==> src/rtl/uart_pkg.sv <==
// Shared UART definitions: transmitter state encoding and baud divisor helper.
// Also intended for the future RX block.
package uart_pkg;

    typedef enum logic [2:0] {
        IDLE   = 3'd0,
        START  = 3'd1,
        DATA   = 3'd2,
        PARITY = 3'd3,
        STOP   = 3'd4
    } tx_state_e;

    localparam int unsigned DATA_BITS = 8;

    function automatic int unsigned calc_baud_div(input int unsigned freq,
                                                  input int unsigned baud);
        return freq / baud;
    endfunction

endpackage

==> src/rtl/sync_byte_fifo.sv <==
// Single-clock byte FIFO with count-based full/empty.
// A write and a pop in the same cycle are both honoured, even when full.
module sync_byte_fifo #(
    parameter int DEPTH     = 8,
    parameter int CNT_WIDTH = $clog2(DEPTH + 1)
) (
    input  logic                 clk,
    input  logic                 rst_n,
    input  logic                 wr_en_i,
    input  logic [7:0]           wr_data_i,
    input  logic                 rd_en_i,
    output logic [7:0]           rd_data_o,
    output logic                 full_o,
    output logic                 empty_o,
    output logic [CNT_WIDTH-1:0] count_o,
    output logic                 wr_drop_o
);

    localparam int PTR_WIDTH = (DEPTH > 1) ? $clog2(DEPTH) : 1;

    logic [7:0]           mem_q [DEPTH];
    logic [PTR_WIDTH-1:0] wr_ptr_q;
    logic [PTR_WIDTH-1:0] rd_ptr_q;
    logic [CNT_WIDTH-1:0] count_q;
    logic                 do_wr;
    logic                 do_rd;

    assign full_o    = (count_q == CNT_WIDTH'(DEPTH));
    assign empty_o   = (count_q == '0);
    assign count_o   = count_q;
    assign do_rd     = rd_en_i & ~empty_o;
    // A pop frees the head slot this cycle, so a write is still accepted when full.
    assign do_wr     = wr_en_i & (~full_o | do_rd);
    assign wr_drop_o = wr_en_i & ~do_wr;
    assign rd_data_o = mem_q[rd_ptr_q];

    // DEPTH is a power of two, so the pointers wrap by natural overflow.
    always_ff @(posedge clk or negedge rst_n) begin
        if (!rst_n) begin
            wr_ptr_q <= '0;
            rd_ptr_q <= '0;
            count_q  <= '0;
        end else begin
            if (do_wr) wr_ptr_q <= wr_ptr_q + PTR_WIDTH'(1);
            if (do_rd) rd_ptr_q <= rd_ptr_q + PTR_WIDTH'(1);
            case ({do_wr, do_rd})
                2'b10:   count_q <= count_q + CNT_WIDTH'(1);
                2'b01:   count_q <= count_q - CNT_WIDTH'(1);
                default: count_q <= count_q;
            endcase
        end
    end

    // NOTE: storage is deliberately not reset; count_q gates every read, so stale
    // entries are never observable and the array can map onto plain RAM.
    always_ff @(posedge clk) begin
        if (do_wr) mem_q[wr_ptr_q] <= wr_data_i;
    end

endmodule

==> src/rtl/uart_tx_byte_fifo.sv <==
// Strobe-fed byte FIFO feeding a UART transmitter (start, 8 data LSB first, stop).
// Define UART_TX_PARITY_EN to insert an even parity bit after data bit 7.
module uart_tx_byte_fifo
    import uart_pkg::*;
#(
    parameter int FIFO_DEPTH = 8,
    parameter int CLK_FREQ   = 125000000,
    parameter int BAUD_RATE  = 9600
) (
    input  logic       clk,
    input  logic       rst_n,
    input  logic [7:0] data_in,
    input  logic       wr_strobe,
    output logic       tx,
    output logic       ready,
    output logic       full,
    output logic       empty,
    output logic       tx_busy,
    output logic       overflow
);

    localparam int unsigned BAUD_DIV  = calc_baud_div(CLK_FREQ, BAUD_RATE);
    localparam int          CNT_WIDTH = $clog2(FIFO_DEPTH + 1);
    localparam int          BAUD_W    = (BAUD_DIV > 1) ? $clog2(BAUD_DIV) : 1;
    localparam logic [BAUD_W-1:0] BAUD_LAST = BAUD_W'(BAUD_DIV - 1);

    tx_state_e            state_q, state_d;
    logic [BAUD_W-1:0]    baud_cnt_q, baud_cnt_d;
    logic [2:0]           bit_cnt_q, bit_cnt_d;
    logic [7:0]           shift_q, shift_d;
    logic                 tx_q, tx_d;
    logic                 wr_strobe_q;
    logic                 overflow_q;
`ifdef UART_TX_PARITY_EN
    logic                 parity_q, parity_d;
`endif

    logic                 wr;
    logic                 pop;
    logic                 bit_last;
    logic [7:0]           fifo_head;
    logic                 fifo_full;
    logic                 fifo_empty;
    logic                 fifo_drop;
    logic [CNT_WIDTH-1:0] fifo_count;

    assign wr       = wr_strobe & ~wr_strobe_q;
    assign bit_last = (baud_cnt_q == BAUD_LAST);

    sync_byte_fifo #(
        .DEPTH     (FIFO_DEPTH),
        .CNT_WIDTH (CNT_WIDTH)
    ) u_fifo (
        .clk       (clk),
        .rst_n     (rst_n),
        .wr_en_i   (wr),
        .wr_data_i (data_in),
        .rd_en_i   (pop),
        .rd_data_o (fifo_head),
        .full_o    (fifo_full),
        .empty_o   (fifo_empty),
        .count_o   (fifo_count),
        .wr_drop_o (fifo_drop)
    );

    // NOTE: every variable driven here gets a default first, so no path through
    // the case statement can leave one unassigned and infer a latch.
    always_comb begin
        state_d    = state_q;
        baud_cnt_d = (state_q == IDLE || bit_last) ? '0 : baud_cnt_q + BAUD_W'(1);
        bit_cnt_d  = bit_cnt_q;
        shift_d    = shift_q;
        tx_d       = tx_q;
        pop        = 1'b0;
`ifdef UART_TX_PARITY_EN
        parity_d   = parity_q;
`endif

        case (state_q)
            IDLE: begin
                tx_d = 1'b1;
                if (!fifo_empty) begin
                    pop     = 1'b1;
                    shift_d = fifo_head;
`ifdef UART_TX_PARITY_EN
                    parity_d = ^fifo_head;
`endif
                    state_d = START;
                    tx_d    = 1'b0;
                end
            end
            START: begin
                if (bit_last) begin
                    state_d   = DATA;
                    bit_cnt_d = '0;
                    tx_d      = shift_q[0];
                end
            end
            DATA: begin
                if (bit_last) begin
                    shift_d = shift_q >> 1;
                    if (bit_cnt_q == 3'(DATA_BITS - 1)) begin
`ifdef UART_TX_PARITY_EN
                        state_d = PARITY;
                        tx_d    = parity_q;
`else
                        state_d = STOP;
                        tx_d    = 1'b1;
`endif
                    end else begin
                        bit_cnt_d = bit_cnt_q + 3'd1;
                        tx_d      = shift_q[1];
                    end
                end
            end
`ifdef UART_TX_PARITY_EN
            PARITY: begin
                if (bit_last) begin
                    state_d = STOP;
                    tx_d    = 1'b1;
                end
            end
`endif
            STOP: begin
                if (bit_last) begin
                    // Chain straight into the next start bit so frames have no idle gap.
                    if (!fifo_empty) begin
                        pop     = 1'b1;
                        shift_d = fifo_head;
`ifdef UART_TX_PARITY_EN
                        parity_d = ^fifo_head;
`endif
                        state_d = START;
                        tx_d    = 1'b0;
                    end else begin
                        state_d = IDLE;
                        tx_d    = 1'b1;
                    end
                end
            end
            default: begin
                state_d = IDLE;
                tx_d    = 1'b1;
            end
        endcase
    end

    // NOTE: state registers use non-blocking assignments so every flop samples
    // the pre-edge values regardless of process ordering.
    always_ff @(posedge clk or negedge rst_n) begin
        if (!rst_n) begin
            wr_strobe_q <= 1'b0;
            state_q     <= IDLE;
            baud_cnt_q  <= '0;
            bit_cnt_q   <= '0;
            shift_q     <= '0;
            tx_q        <= 1'b1;
            overflow_q  <= 1'b0;
`ifdef UART_TX_PARITY_EN
            parity_q    <= 1'b0;
`endif
        end else begin
            wr_strobe_q <= wr_strobe;
            state_q     <= state_d;
            baud_cnt_q  <= baud_cnt_d;
            bit_cnt_q   <= bit_cnt_d;
            shift_q     <= shift_d;
            tx_q        <= tx_d;
            overflow_q  <= fifo_drop;
`ifdef UART_TX_PARITY_EN
            parity_q    <= parity_d;
`endif
        end
    end

    assign tx       = tx_q;
    assign tx_busy  = (state_q != IDLE);
    assign overflow = overflow_q;
    assign full     = fifo_full;
    assign empty    = fifo_empty;
    assign ready    = (fifo_count < CNT_WIDTH'(FIFO_DEPTH));

endmodule

==> config.mk <==
export PLATFORM = sky130hd
export DESIGN_NAME = uart_tx_byte_fifo
export DESIGN_NICKNAME = d
export VERILOG_FILES = /design/src/rtl/uart_pkg.sv /design/src/rtl/sync_byte_fifo.sv /design/src/rtl/uart_tx_byte_fifo.sv
export SDC_FILE = /design/constraint.sdc
export NUM_CORES = 1
export LEC_CHECK = 0
export CAP_MARGIN = 40
export CELL_PAD_IN_SITES_DETAIL_PLACEMENT = 1
export CELL_PAD_IN_SITES_GLOBAL_PLACEMENT = 1
export CORE_MARGIN = 4
export CORE_UTILIZATION = 30
export CTS_BUF_LIST = sky130_fd_sc_hd__clkbuf_8 sky130_fd_sc_hd__clkbuf_16
export CTS_CLUSTER_SIZE = 8
export DETAILED_ROUTE_END_ITERATION = 6
export GPL_TIMING_DRIVEN = 1
export HOLD_SLACK_MARGIN = 0.1
export PLACE_DENSITY = 0.55
export SLEW_MARGIN = 30
export SYNTH_ARGS = -nofsm -noshare
export SYNTH_HDL_FRONTEND = slang
export SYNTH_HIERARCHICAL = 1
export SYNTH_SLANG_ARGS = --single-unit
==> constraint.sdc <==
create_clock -name clk -period 4.4 [get_ports clk]
set_input_delay 1.1 -clock clk [delete_from_list [all_inputs] [get_ports clk]]
set_output_delay 1.1 -clock clk [all_outputs]
set_load 0.02 [all_outputs]
After elaboration in Yosys (flattened, before gate mapping)
Memories as Yosys holds them, arrays and structs flattened.
Cells that the tools add are included.

operators by class
  bitwise gates (word level) = 9
  eq/ne operators = 14
  reductions and logical operators = 11
  mux-type cells = 28
  add/subtract/negate cells = 6
  order comparisons = 1

operators by type and width
  kind                   count
  $mux 3                 8
  $mux 8                 3
  $pmux 8 s3             1
  $add 14x1->14 const B  1
  $eq 14x14->1 const B   1
  $mux 14                1
  $ne 2x2->1 const B     6
  $pmux 3 s4             1
  $mux 1                 10
  $add 3x1->3 const B    3
  $pmux 4 s2             1
  $eq 3x3->1 const B     2
  $pmux 3 s2             1
  $reduce_and 3->1       2
  $reduce_bool 3->1      2
  $reduce_and 5->1       1
  $add 4x1->4 const B    1
  $and 1x1->1            4
  $eq 4x4->1 const B     1
  $logic_not 4->1        1
  $lt 4x4->1 const B     1
  $not 1->1              4
  $pmux 1 s4             1
  $reduce_and 4->1       1
  other kinds (10)       11

storage, ports and cells
  flip-flop bits (word level) = 41
  word-level logic and storage cells = 80
  input bits = 11
  bits in writable memories = 64
  memories kept = 1

memories
  name          words  width  read ports  clocked after memory_dff  write ports  RTL line              RTL
  u_fifo.mem_q  8      8      1           0                         1            sync_byte_fifo.sv:21  logic [7:0] mem_q [DEPTH];

Depth between registers and ports, before layout
Gate-level depths: netlist (run 1).

  depth in word-level cells = 9
  gate-level depth with buffers = 12
  mapped depth without buffers = 11

Modules after synthesis
Netlist (run 1), hierarchy kept.

by module, submodules not included
  module             times used  cells each  area an instance (µm²)
  sync_byte_fifo     1           162         3089.2
  uart_tx_byte_fifo  1           157         1552.7

Least setup slack after synthesis (run 1)
No wires, ideal clock.

  path type = reg-to-reg
  start point = register baud_cnt_q[0]
  end point = register u_fifo.count_q[3], in the netlist u_fifo/count_o[3]
  period minus slack after synthesis = 4.579 ns
  data required time = 4.266 ns
  arrival time = 4.446 ns
  cell stages (with the launch flop) = 13
  slack = -0.179 ns
  library setup time = 0.134 ns
  cells stage by stage = dfrtp_1 -> ha_1 -> nand4b_1 -> or4_4 -> clkbuf_1 -> a2111oi_0 -> o41ai_1 -> inv_1 -> ha_1 -> ha_1 -> or4b_2 -> o311ai_0 -> o211ai_1

on the way
  word-level cells in the longest chain between the ends = 8
  elaborated cells between the ends (all ways) = 10
  classes of those cells = 3 x eq/ne; 3 x mux; 3 x bitwise; 1 x reduce/logical

RTL lines
  element                                          RTL line                  RTL
  start, declared                                  uart_tx_byte_fifo.sv:28   logic [BAUD_W-1:0] baud_cnt_q, baud_cnt_d;
  start signal, assigned                           uart_tx_byte_fifo.sv:165  baud_cnt_q <= baud_cnt_d;
  $eq 14x14->1 *                                   uart_tx_byte_fifo.sv:48   assign bit_last = (baud_cnt_q == BAUD_LAST);
  $mux 1 *                                         uart_tx_byte_fifo.sv:125  if (bit_last) begin
  $pmux 1 s2 *                                     uart_tx_byte_fifo.sv:79   case (state_q)
  named net pop                                    uart_tx_byte_fifo.sv:39   logic pop;
  $and 1x1->1 *                                    sync_byte_fifo.sv:31      assign do_rd = rd_en_i & ~empty_o;
  named net u_fifo.do_rd                           sync_byte_fifo.sv:26      logic do_rd;
  $or 1x1->1                                       sync_byte_fifo.sv:33      assign do_wr = wr_en_i & (~full_o | do_rd);
  $and 1x1->1                                      sync_byte_fifo.sv:33
  $eq 2x1->1 or $eq 2x2->1 (tied branches)         sync_byte_fifo.sv:46      case ({do_wr, do_rd})
  $pmux 4 s2 or $reduce_bool 2->1 (tied branches)  --
  end signal, assigned                             sync_byte_fifo.sv:47      2'b10: count_q <= count_q + CNT_WIDTH'(1);
  end signal, assigned                             sync_byte_fifo.sv:48      2'b01: count_q <= count_q - CNT_WIDTH'(1);
  end signal, assigned                             sync_byte_fifo.sv:49      default: count_q <= count_q;
  end, declared                                    sync_byte_fifo.sv:24      logic [CNT_WIDTH-1:0] count_q;

Mark *: on every way through the listed nets, which the timed path passes. The rest lies on a longest branch.
A chain may end at the register's enable or synchronous reset.

Worst setup path after layout (run 1)
Ends and elaborated chain as after synthesis.

==> results of run 1 <==
[routing by layer]
metal / vias up / global-route usage
li1: 1235 / -
met1: 1350 / 0.1588
met2: 22 / 0.1770
met3: 13 / 0.01947
met4: 0 / 0.05196
met5: - / 0
[worst max path at each step]
stage / slack [ns] / startpoint / to
final: 0.37 / baud_cnt_q[0] / u_fifo/count_o[3]
after global routing: 0.05 / baud_cnt_q[0] / u_fifo/count_o[3]
after CTS: 0.34 / baud_cnt_q[0] / u_fifo/count_o[3]
after detailed placement: 0.38 / baud_cnt_q[0] / u_fifo/count_o[3]
after global placement: 0.47 / baud_cnt_q[0] / u_fifo/count_o[3]
after floorplan: 0.11 / baud_cnt_q[0] / u_fifo/count_o[3]
[final cells by class]
class / instances / area, um2
inverters: 12 / 45.04
clock inverters: 6 / 73.82
well taps: 188 / 235.2
repair buffers: 30 / 275.3
flip-flops and latches: 105 / 2949
clock buffers: 9 / 225.2
fillers: 1605 / 9816
multi-input cells: 188 / 1583
[stage by stage]
step                        util  hold WS [ns]  area [um2]  std cells  setup WS (ns)
after floorplan                -        0.4547        4643        319         0.1087
after global placement    0.3322        0.4641        5050        520         0.4730
after detailed placement  0.3337        0.4693        5072        522         0.3753
after CTS                 0.3533        0.4810        5371        537         0.3358
after global routing      0.3543        0.4984        5386        538        0.04989
final                     0.3543        0.4725        5386        538         0.3679
[logic make-up after synthesis]
kind of cell / after synthesis / synth area share
buffers and inverters: 26 / 0.02534
adders and majority gates: 9 / 0.02588
DFF: 105 / 0.6353
AOI/OAI and AO/OA: 24 / 0.04016
and+or+nand+nor: 98 / 0.1065
muxes: 38 / 0.1310
xor gates and xnor gates: 19 / 0.03585
[registers in the layout, indices dropped and copies added, names as in the netlist]
signal / count
overflow: 1
shift_q: 8
tx: 1
state_q: 3
bit_cnt_q: 3
u_fifo/rd_ptr_q: 3
u_fifo/count_o: 4
baud_cnt_q: 14
wr_strobe_q: 1
u_fifo/mem_q: 64
u_fifo/wr_ptr_q: 3
[critical path: stages, from the launching register on]
cell	delay, ns
dfrtp_1	0.39
ha_1	0.23
nand4b_1	0.12
or4_4	0.63
a2111oi_1	0.57
o41ai_1	0.24
inv_1	0.15
ha_1	0.32
ha_1	0.33
or4b_2	0.63
o311ai_0	0.13
o211ai_1	0.14
[cell usage in the layout, fill, tap and decap left out, drive strengths merged, types with 8 or more instances in the layout]
cell	instances
xnor2	16
edfxtp	64
mux2	19
ha	8
dfrtp	40
clkbuf	9
buf	15
clkdlybuf4s50	15
nor3	9
nand2	33
mux4	16
nor2	22
inv	15
[where the power goes]
part | internal [uW] | switching [uW]
Clock | 448 | 379
Sequential | 1130 | 71.7
Combinational | 130 | 147
Total | 1700 | 598
==> qor.yml, run 1 <==
rr_worst_depth: 11
yosys_warnings: 6
period_needed_ns: 4.032
cts_setup_buffers: 0
hold-path-cell-count: 2
antenna_cells: 0
finClkSkew_ns: 0.01054
drt-total-wl_um: 9534
firstDrtPassIters: 4
fin_crit_sh: 0.9164
clockBufferDepth: 2
final_layout_size_suffix_gt1_frac: 0.2114
final_hold_viol_count: 0
drv_cap: 0
cts_tree: "done"
ctsHtreeMaxLevel: 3
wirelength_met1_um: 4745
yosys.area.top_type_share: 0.4140
synth.most_common_cell: "edfxtp_1"
initial_core_util: 0.3053
grt_usage: 0.1146
worst-path-max-fanout: 13
synth_area_leaders: "edfxtp_1 41%, dfrtp_1 22%, mux4_2 7.8%, mux2_2 4.4%, xnor2_1 3.0%"
whs_endpoint: "tx"
drc: 0
wl_met3_um: 164
syn_inst: 319
setup_viol_count_final: 0
die_area_um2: 17530
power_uw: 2302
p_leak_uw: 0.001954
synth_edf_count: 64
cts_resized: 0
vdd_drop_max_mv: 0.2114
vias: 2620
worst-setup-path-type: "reg -> reg"
ios: 17
yosysUniqueCellTypes: 49
clock.fmax_ghz: 0.2480
port_buffers: 16
avgSynthCellArea_um2: 14.55
clkTransAtPathRegs_ns: 0.07
dr_wl_met2_um: 4422
grt_pass1_vias: 2814
antenna_found_initial: 0
overflow: 0
regToRegStartpoint: "baud_cnt_q[0]"
hpwl_um: 6300
core_area_um2: 15200
finalMaxSlewViolations: 0
nets: 366
reg2reg_slack_ns: 0.37
die_w_um: 132.4
cts.sinks: 105
worstMarginPinSlew_ns: 0.6149
syn_area_um2: 4642
grt_pass1_wl_um: 15500
netlist.top_cell.by_area: "edfxtp_1"
drt_iter0_drc: 176
place_congestion: 0.7245
r2r_end: "u_fifo/count_o[3]"
ys_ff_latch: 105
rsz0062_at_grt: "false"
cp.required_ns: 4.62
cp.arrival_ns: 4.25
synthArstFlopShare: 0.3905
ys_seq_area_frac: 0.6353
cts-hold-fix-buffers: 0
die_h_um: 132.4
insertion_delay_ns: 0.35
slew_headroom: 0.5892
min_from: "tx"
rows: 45
root_buffer: "clkbuf_16"
syn2layout_area_growth_pct: 16.04
wire_per_inst_um: 17.72
numCtsBuffers: 9
netlist_top_cells_count: "64 x edfxtp_1, 40 x dfrtp_1, 33 x nand2_1, 22 x nor2_1, 18 x mux2_2"
endpoint_kind: "flop"
vias_per_cell: 4.870
highest_layer: "met4"
start_kind: "flop"
grt_max_degree: 42
power.density_nw_per_um2: 427.4
finalSetupTns_ns: 0
synth_ff_type: "edfxtp_1"
status: "finished, final reports clean"
hp-class: "reg -> reg"
syn_nets: 339
ant_nets: 0
(Power assumes the default switching activity.)
==> inputs of run 2 (changes only) <==
- CORE_UTILIZATION: 30 -> 46
- PLACE_DENSITY: 0.55 -> 0.77
==> run 2 against run 1 <==
Clock skew down 0.0023 ns. Highest routed layer unchanged. Critical path type unchanged. Sequential share of layout area increased by 1.8 points. Die area fell by 33%. Setup slack better by 0.081 ns. Core utilization up 18 points. Count of clock-buffer cells in the layout did not move. Largest power group unchanged.
==> qor.yml, run 2 (synthesis gave the netlist of run 1 again) <==
finalMaxSlewViolations: 0  # unchanged
worst-path-max-fanout: 13  # unchanged
final_cell_mix: "64 x edfxtp_1, 39 x dfrtp_1, 33 x nand2_1, 22 x nor2_1, 18 x mux2_2"
clockBufferDepth: 2  # unchanged
cp.arrival_ns: 4.21  # -0.04 ns
cts-hold-fix-buffers: 0  # unchanged
finalSetupTns_ns: 0  # unchanged
rsz0062_at_grt: "false"
hp-class: "reg -> reg"
wire_per_inst_um: 19.44  # +9.7%
use_met1: 0.2173  # +0.05842
nets: 367  # +0.27%
grt_max_degree: 22  # -48%
initial_core_util: 0.4727  # +0.1674
use_met2: 0.3226  # +0.1456
combPwrFrac: 0.142  # +0.022
vdd_drop_max_mv: 0.3839  # +82%
clkTransAtPathRegs_ns: 0.10  # +0.03 ns
start_kind: "flop"
pwr-share-seq: 0.584  # +0.063
drt-total-wl_um: 9427  # -1.1%
grt_pass1_wl_um: 15770  # +1.8%
ctsHtreeMaxLevel: 3  # unchanged
slew_headroom: 0.4515  # -0.1378
die_area_um2: 11760  # -33%
status: "finished, final reports clean"
busiest_layer: "met2"
numCtsBuffers: 9  # unchanged
overflow: 0  # unchanged
period_needed_ns: 3.951  # -0.08145 ns
antenna_cells: 0  # unchanged
grt_pass1_vias: 2952  # +4.9%
cts_resized: 0  # unchanged
rows: 36  # -20%
path_buf_inv: 1  # unchanged
slowest_delay_ns: 0.65  # +0.02 ns
cp_slowest_cell: "or4b_2"
firstDrtPassIters: 4  # unchanged
drc: 0  # unchanged
cts.sinks: 105  # unchanged
fin_crit_sh: 0.8979  # -0.01851
drt_iter0_drc: 158  # -10%
endpoint_kind: "flop"
place_congestion: 0.7500  # +3.5%
ant_nets: 0  # unchanged
finClkSkew_ns: 0.008284  # -0.002260 ns
root_buffer: "clkbuf_8"
cp_cell_sequence: "ha_1, nand4b_1, or4_4, a2111oi_2, o41ai_1, inv_1, ha_1, ha_1, or4b_2, o311ai_0, o211ai_1"
cts_setup_buffers: 0  # unchanged
top_regs: "u_fifo/mem_q: 64 flops, baud_cnt_q: 14 flops, shift_q: 8 flops"
grtUsageMet3: 0.05015  # +0.03068
n_fill_cell: 1002  # -38%
syn2layout_area_growth_pct: 12.37
die_w_um: 108.5  # -18%
worst-setup-path-type: "reg -> reg"
p_int_uw: 1480  # -13%
largest_reg_flops: 64  # unchanged
core_area_um2: 9819  # -35%
seq_area_um2: 2950  # about the same
final_layout_size_suffix_gt1_frac: 0.2188  # +0.007321
p_sw_uw: 570.6  # -4.5%
crit_path_frequent_cell: "ha_1"
hpwl_um: 6618  # +5.0%
drv_cap: 0  # unchanged
grt_usage: 0.1809  # +0.06625
final_common_cell: "edfxtp_1"
vias: 2616  # -0.15%
port_buffers: 16  # unchanged
antenna_found_initial: 0  # unchanged
p_leak_uw: 0.001914  # -2.0%
final_hold_viol_count: 0  # unchanged
cp.required_ns: 4.66  # +0.04 ns
largest-register: "u_fifo/mem_q"
vias_per_cell: 5.394  # +11%
die_h_um: 108.5  # -18%
cts_tree: "done"
multi_input_area_um2: 1582  # about the same
ios: 17  # unchanged
power_uw: 2051  # -11%
power.density_nw_per_um2: 393.2  # -8.0%
setup_viol_count_final: 0  # unchanged
crit_family: "simple AND/OR/NAND/NOR gates"
switching_share: 0.2782  # +0.01865
worstMarginPinSlew_ns: 0.8228  # +0.2080 ns
insertion_delay_ns: 0.38  # +0.03 ns
clock_power_share: 0.274  # -0.085
clock.fmax_ghz: 0.2531  # +2.1%
[run 2: cell types whose count changed in the layout (fill, tap and decap cells not counted), sizes merged]
cell	change
clkdlybuf4s18	+1
clkinvlp	-1
clkinv	+2
bufinv	-1
inv	+1
[run 2: tightest hold or removal path, stage by stage (launching register included)]
cell	delay [ns]
dfstp_2	0.38
inv_1	0.04
mux2i_1	0.05
[run 2: routing by layer]
metal	vias to the layer above	part of all wire
li1	1233	-
met1	1347	0.42
met2	24	0.54
met3	12	0.029
met4	0	0.012
met5	-	0
[run 2: cell type report]
| type | instances | area share |
|---|---|---|
| clock buffers | 9 | 0.02375 |
| clock inverters | 7 | 0.01127 |
| inverters | 12 | 0.008635 |
| multi-input cells | 188 | 0.3032 |
| flip-flops and latches | 105 | 0.5656 |
| well taps | 133 | 0.03190 |
| repair buffers | 31 | 0.05565 |
[run 2: stage by stage]
step	cells	setup slack [ns]	util	area (um2)	hold slack (ns)
2_1_floorplan	319	0.1087	-	4643	0.4547
3_3_place_gp	467	0.4408	0.5082	4990	0.4539
3_5_place_dp	469	0.2859	0.5121	5029	0.4575
4_1_cts	485	0.2386	0.5307	5211	0.4770
5_1_grt	485	0.1448	0.5312	5216	0.5012
6_report	485	0.4493	0.5312	5216	0.4738
[run 2: path summary, 6_finish.rpt]
check / startpoint / to / slack [ns] / cells after the start
min: tx / tx / 0.47 / 2
min reg2reg: tx / tx / 0.47 / 2
max in group asynchronous: rst_n / u_fifo/rd_ptr_q[0] / 3.20 / 2
max: baud_cnt_q[0] / u_fifo/count_o[3] / 0.45 / 11
max reg2reg: baud_cnt_q[0] / u_fifo/count_o[3] / 0.45 / 11
min in group asynchronous: rst_n / bit_cnt_q[1] / 0.69 / 1
[run 2: power groups by stage]
stage                     Sequential [uW]  Combinational (uW)  Clock, uW
after CTS                            1200                 297        582
after detailed placement             1220                 297          0
after global routing                 1210                 323        622
after floorplan                      1190                 195          0
after global placement               1210                 274          0
final                                1200                 291        562
==> inputs of run 3 (changes only) <==
- REMOVE_ABC_BUFFERS: default -> 1
==> run 3 against run 2 <==
Routed wire length down 0.50%. Register-to-register slack worse by 0.09 ns. Clock skew is 0.0034 ns higher. Critical path depth stayed put. Power shrank 0.37%. Clock power is 1% higher. Global-route usage rose by 0.21 points. Fmax decreased by 2.2%. Critical path type unchanged. Critical endpoint unchanged.
==> qor.yml, run 3 (synthesis gave the netlist of run 1 again) <==
die_area_um2: 11760  # unchanged
cts_setup_buffers: 0  # unchanged
cp.arrival_ns: 4.30  # +0.09 ns
worst-setup-path-type: "reg -> reg"
crit_family: "simple AND/OR/NAND/NOR gates"
rows: 36  # unchanged
grt_usage: 0.1830  # +0.002117
whs_ns: 0.4745  # +0.0006470 ns
ctsHtreeMaxLevel: 3  # unchanged
nets: 366  # -0.27%
grt_max_degree: 25  # +14%
path_depth: 11  # unchanged
r2r_end: "u_fifo/count_o[3]"
grt_pass1_wl_um: 15730  # -0.26%
vdd_drop_max_mv: 0.2640  # -31%
worstSetupStartpoint: "baud_cnt_q[0]"
drt-total-wl_um: 9380  # -0.50%
core_area_um2: 9819  # unchanged
placed_area_um2: 5009  # -0.40%
power_uw: 2043  # -0.37%
root_buffer: "clkbuf_8"
top_regs: "u_fifo/mem_q: 64 flops, baud_cnt_q: 14 flops, shift_q: 8 flops"
path_buf_inv: 1  # unchanged
clockBufferDepth: 2  # unchanged
insertion_delay_ns: 0.38  # about the same
crit_path_frequent_cell: "ha_1"
utilization: 0.5305  # -0.0007640
cp_cell_sequence: "ha_1, nand4b_1, or4_4, a2111oi_1, o41ai_1, inv_1, ha_1, ha_1, or4b_2, o311ai_0, o211ai_1"
hpwl_um: 6416  # -3.1%
cp.required_ns: 4.65  # about the same
reg2reg_slack_ns: 0.36  # -0.09 ns
die_h_um: 108.5  # unchanged
worst-path-max-fanout: 13  # unchanged
slew_headroom: 0.5761  # +0.1247
ant_nets: 0  # unchanged
wire_per_inst_um: 19.42  # about the same
drc: 0  # unchanged
clkTransAtPathRegs_ns: 0.10  # about the same
hp-class: "reg -> reg"
p_leak_uw: 0.001903  # -0.58%
vias_per_cell: 5.534  # +2.6%
setup_viol_count_final: 0  # unchanged
final_layout_size_suffix_gt1_frac: 0.2114  # -0.007321
place_congestion: 0.7928  # +5.7%
finalMaxSlewViolations: 0  # unchanged
clock.fmax_ghz: 0.2475  # -2.2%
initial_core_util: 0.4727  # unchanged
cts_resized: 0  # unchanged
antenna_cells: 0  # unchanged
endpoint_kind: "flop"
stdcell_area_um2: 5209  # -0.14%
drt_iter0_drc: 160  # +1.3%
period_needed_ns: 4.041  # +0.09050 ns
final_hold_viol_count: 0  # unchanged
die_w_um: 108.5  # unchanged
drv_cap: 0  # unchanged
slowest_delay_ns: 0.65  # about the same
regToRegStartpoint: "baud_cnt_q[0]"
finalSetupTns_ns: 0  # unchanged
ios: 17  # unchanged
vias: 2673  # +2.2%
start_kind: "flop"
port_buffers: 16  # unchanged
antenna_found_initial: 0  # unchanged
overflow: 0  # unchanged
cp_slowest_cell: "or4b_2"
numCtsBuffers: 9  # unchanged
cts-hold-fix-buffers: 0  # unchanged
finClkSkew_ns: 0.01167  # +0.003391 ns
fin_crit_sh: 0.9185  # +0.02057
power.density_nw_per_um2: 392.3  # -0.23%
firstDrtPassIters: 4  # unchanged
endpoint: "u_fifo/count_o[3]"
final_cell_mix: "64 x edfxtp_1, 39 x dfrtp_1, 33 x nand2_1, 22 x nor2_1, 18 x mux2_2"
largest-register: "u_fifo/mem_q"
rr_worst_depth: 11  # unchanged
worstMarginPinSlew_ns: 0.6276  # -0.1952 ns
grt_pass1_vias: 2909  # -1.5%
final_common_cell: "edfxtp_1"
rsz0062_at_grt: "false"
status: "finished, final reports clean"
largest_reg_flops: 64  # unchanged
cts_tree: "done"
cts.sinks: 105  # unchanged
syn2layout_area_growth_pct: 12.21
==> run 3: cell count changes in the layout (fill, tap and decap cells not counted), sizes merged <==
cell           before  now
clkinvlp            0    1
clkinv              3    1
clkdlybuf4s18       1    0
==> run 3: power by group <==
| part | switching [uW] | internal (uW) | total (uW) |
|---|---|---|---|
| registers | 69.9 | 1130 | 1200 |
| clock network | 352 | 217 | 569 |
| logic | 145 | 132 | 277 |
| total | 567 | 1480 | 2040 |
==> run 3: through the flow <==
step / setup WS, ns / std cells
floorplan: -0.04102 / 305
global placement: 0.5456 / 465
detailed placement: 0.3987 / 467
CTS: 0.3446 / 482
global route: 0.08903 / 483
finish: 0.3588 / 483
==> run 3: tightest hold or removal path, cell delays in order (launching register included) <==
cell and delay (ns):
dfstp_2 0.38, inv_1 0.04, mux2i_1 0.06
==> run 3: cell type report <==
class                           instances  area (um2)
Fill cell                            1005        4611
Tap cell                              133       166.4
Inverter                               12       45.04
Clock buffer                            9       123.9
Clock inverter                          6       61.31
Timing Repair Buffer                   30       285.3
Sequential cell                       105        2950
Multi-Input combinational cell        188        1577
==> run 3: metal layers <==
| layer | wire length [um] | GRT usage | vias to the layer above |
|---|---|---|---|
| met5 | 0 | 0 | - |
| met4 | 146 | 0.05681 | 0 |
| met3 | 278 | 0.04836 | 12 |
| met2 | 4790 | 0.2983 | 32 |
| met1 | 4165 | 0.2412 | 1392 |
| li1 | - | - | 1237 |
==> run 3: how the worst min path moves through the flow <==
stage	start	end	slack (ns)	cells after the start
finish	tx	tx	0.47	2
detailed placement	tx	tx	0.47	2
CTS	tx	tx	0.48	2
global route	tx	tx	0.50	2
global placement	tx	tx	0.46	2
floorplan	baud_cnt_q[0]	baud_cnt_q[0]	0.45	1
==> RTL change (config.mk and constraints of run 3) <==
The parameter `BAUD_RATE` goes from 9600 to 19200.
--- a/src/rtl/uart_tx_byte_fifo.sv
+++ b/src/rtl/uart_tx_byte_fifo.sv
@@ -7,3 +7,3 @@
     parameter int CLK_FREQ   = 125000000,
-    parameter int BAUD_RATE  = 9600
+    parameter int BAUD_RATE  = 19200
 ) (
Behaviour: same outputs for any inputs over 10 cycles, from zero or initial values and one cycle with rst_n low; that may be too few to reach the edited logic, so the function may still have changed.
==> RTL change against run 3 <==
Total power is 1.0% lower. Cell area fell by 0.70%. Sequential cell count fell by 1. First-iteration DRC count fell by 39%. Routed wire length down 6.8%. Critical path type unchanged. Count of clock-buffer cells in the layout stayed put. Area after synthesis is 0.38% lower. Sequential share of layout area down 0.086 points. Final cell count fell by 3.7%. Non-clock buffer count is 3 lower. Setup slack improved by 0.42 ns. Global-route usage fell by 1.8 points.
==> RTL change: results (changes against run 3) <==
status:
  status: "finished clean"
layout:
  layout.cells.non_filler: 465  # -3.7%
  buffers_excl_clock: 27  # -10%
  reg_top3: "u_fifo/mem_q x64, baud_cnt_q x13, shift_q x8"
  fill_cells: 958  # -4.7%
  final_core_util_pct: 52.9  # -0.13 points
  multi_input_area_um2: 1580  # +0.40%
  seq_share_pct: 56.6  # -0.086 points
  multi_input_gates: 171  # -9.0%
  final-clk-cell-share_pct: 3.63  # +0.073 points
  n_all_inverters: 14  # +2
  final_layout_size_suffix_gt1_share_pct: 25.0  # +3.9 points
placed_design:
  placed_cells: 448  # -4.1%
  dp_hpwl_mm: 6.08  # -5.3%
  dpl_cell_area_um2: 4980  # -0.62%
  dp_slack_ns: 0.582  # +0.184 ns
synth:
  muxShareOfSynthArea_pct: 14.6  # +1.5 points
  synth_compound_area_share_pct: 3.71  # -0.31 points
  ys_seq_elements: 104  # -0.95%
  synth_commonest_cells: "edfxtp_1, dfrtp_1, mux2_2"
  yosys-top-cells-area: "edfxtp_1, dfrtp_1, mux4_2, mux2_2, ha_1"
  synthXorXnorAreaFrac_pct: 3.41  # -0.18 points
  synth-seq-area-share_pct: 63.2  # -0.30 points
  synthCells: 300  # -6.0%
power_and_ir_drop:
  vdd.ir_drop.worst_mv: 0.303  # +15%
  p_leak_nw: 1.92  # +0.74%
worst_setup_path:
  arrival_ns: 3.87  # -0.43 ns
  reg2reg_slack_ns: 0.78  # +0.42 ns
  path_max_fanout: 9  # -4
  r2r_cells: 14  # +3
global_route:
  grt_usage_pct: 16.5  # -1.8 points
  grtUsageMet1_pct: 20.1  # -4.0 points
  grt_pass1_wl_mm: 14.3  # -9.3%
  grtUsageMet2_pct: 29.1  # -0.70 points
  met3_usage_pct: 4.30  # -0.54 points
  grt_max_degree: 23  # -8.0%
  grt_pass1_vias: 2679  # -7.9%
timing:
  max_slew_margin_pct: 45.5  # -12 points
  whs_ns: 0.519  # +0.0445 ns
route:
  wl_met2_mm: 4.74  # -1.0%
  wire_per_inst_um: 18.8  # -3.2%
  drt-pass1-iter-count: 5  # +1
  drt-met1-wl_mm: 3.68  # -12%
  drt-vias-per-instance: 5.45  # -1.6%
min_path:
  hold_start: "shift_q[6]"
  hold_depth: 1  # -1
==> RTL change: cell types whose count changed after synthesis, moves of 3 or more <==
cell | before | now
clkbuf_1 | 7 | 3
mux2_2 | 18 | 25
xor2_1 | 3 | 6
and2_2 | 0 | 3
nand2_1 | 33 | 13
xnor2_1 | 16 | 12
==> RTL change: how the worst max path moves through the flow <==
stage	start	to	slack [ns]
after floorplan	baud_cnt_q[1]	u_fifo/count_o[3]	0.66
after global placement	wr_strobe	u_fifo/count_o[3]	0.68
after detailed placement	wr_strobe	u_fifo/count_o[3]	0.58
after CTS	baud_cnt_q[1]	u_fifo/count_o[3]	0.73
after global routing	baud_cnt_q[1]	u_fifo/count_o[3]	0.50
final	baud_cnt_q[1]	u_fifo/count_o[3]	0.78
==> RTL change: power breakdown <==
group / switching [mW] / internal [mW]
sequential: 0.0696 / 1.12
clock: 0.341 / 0.218
combinational: 0.146 / 0.131
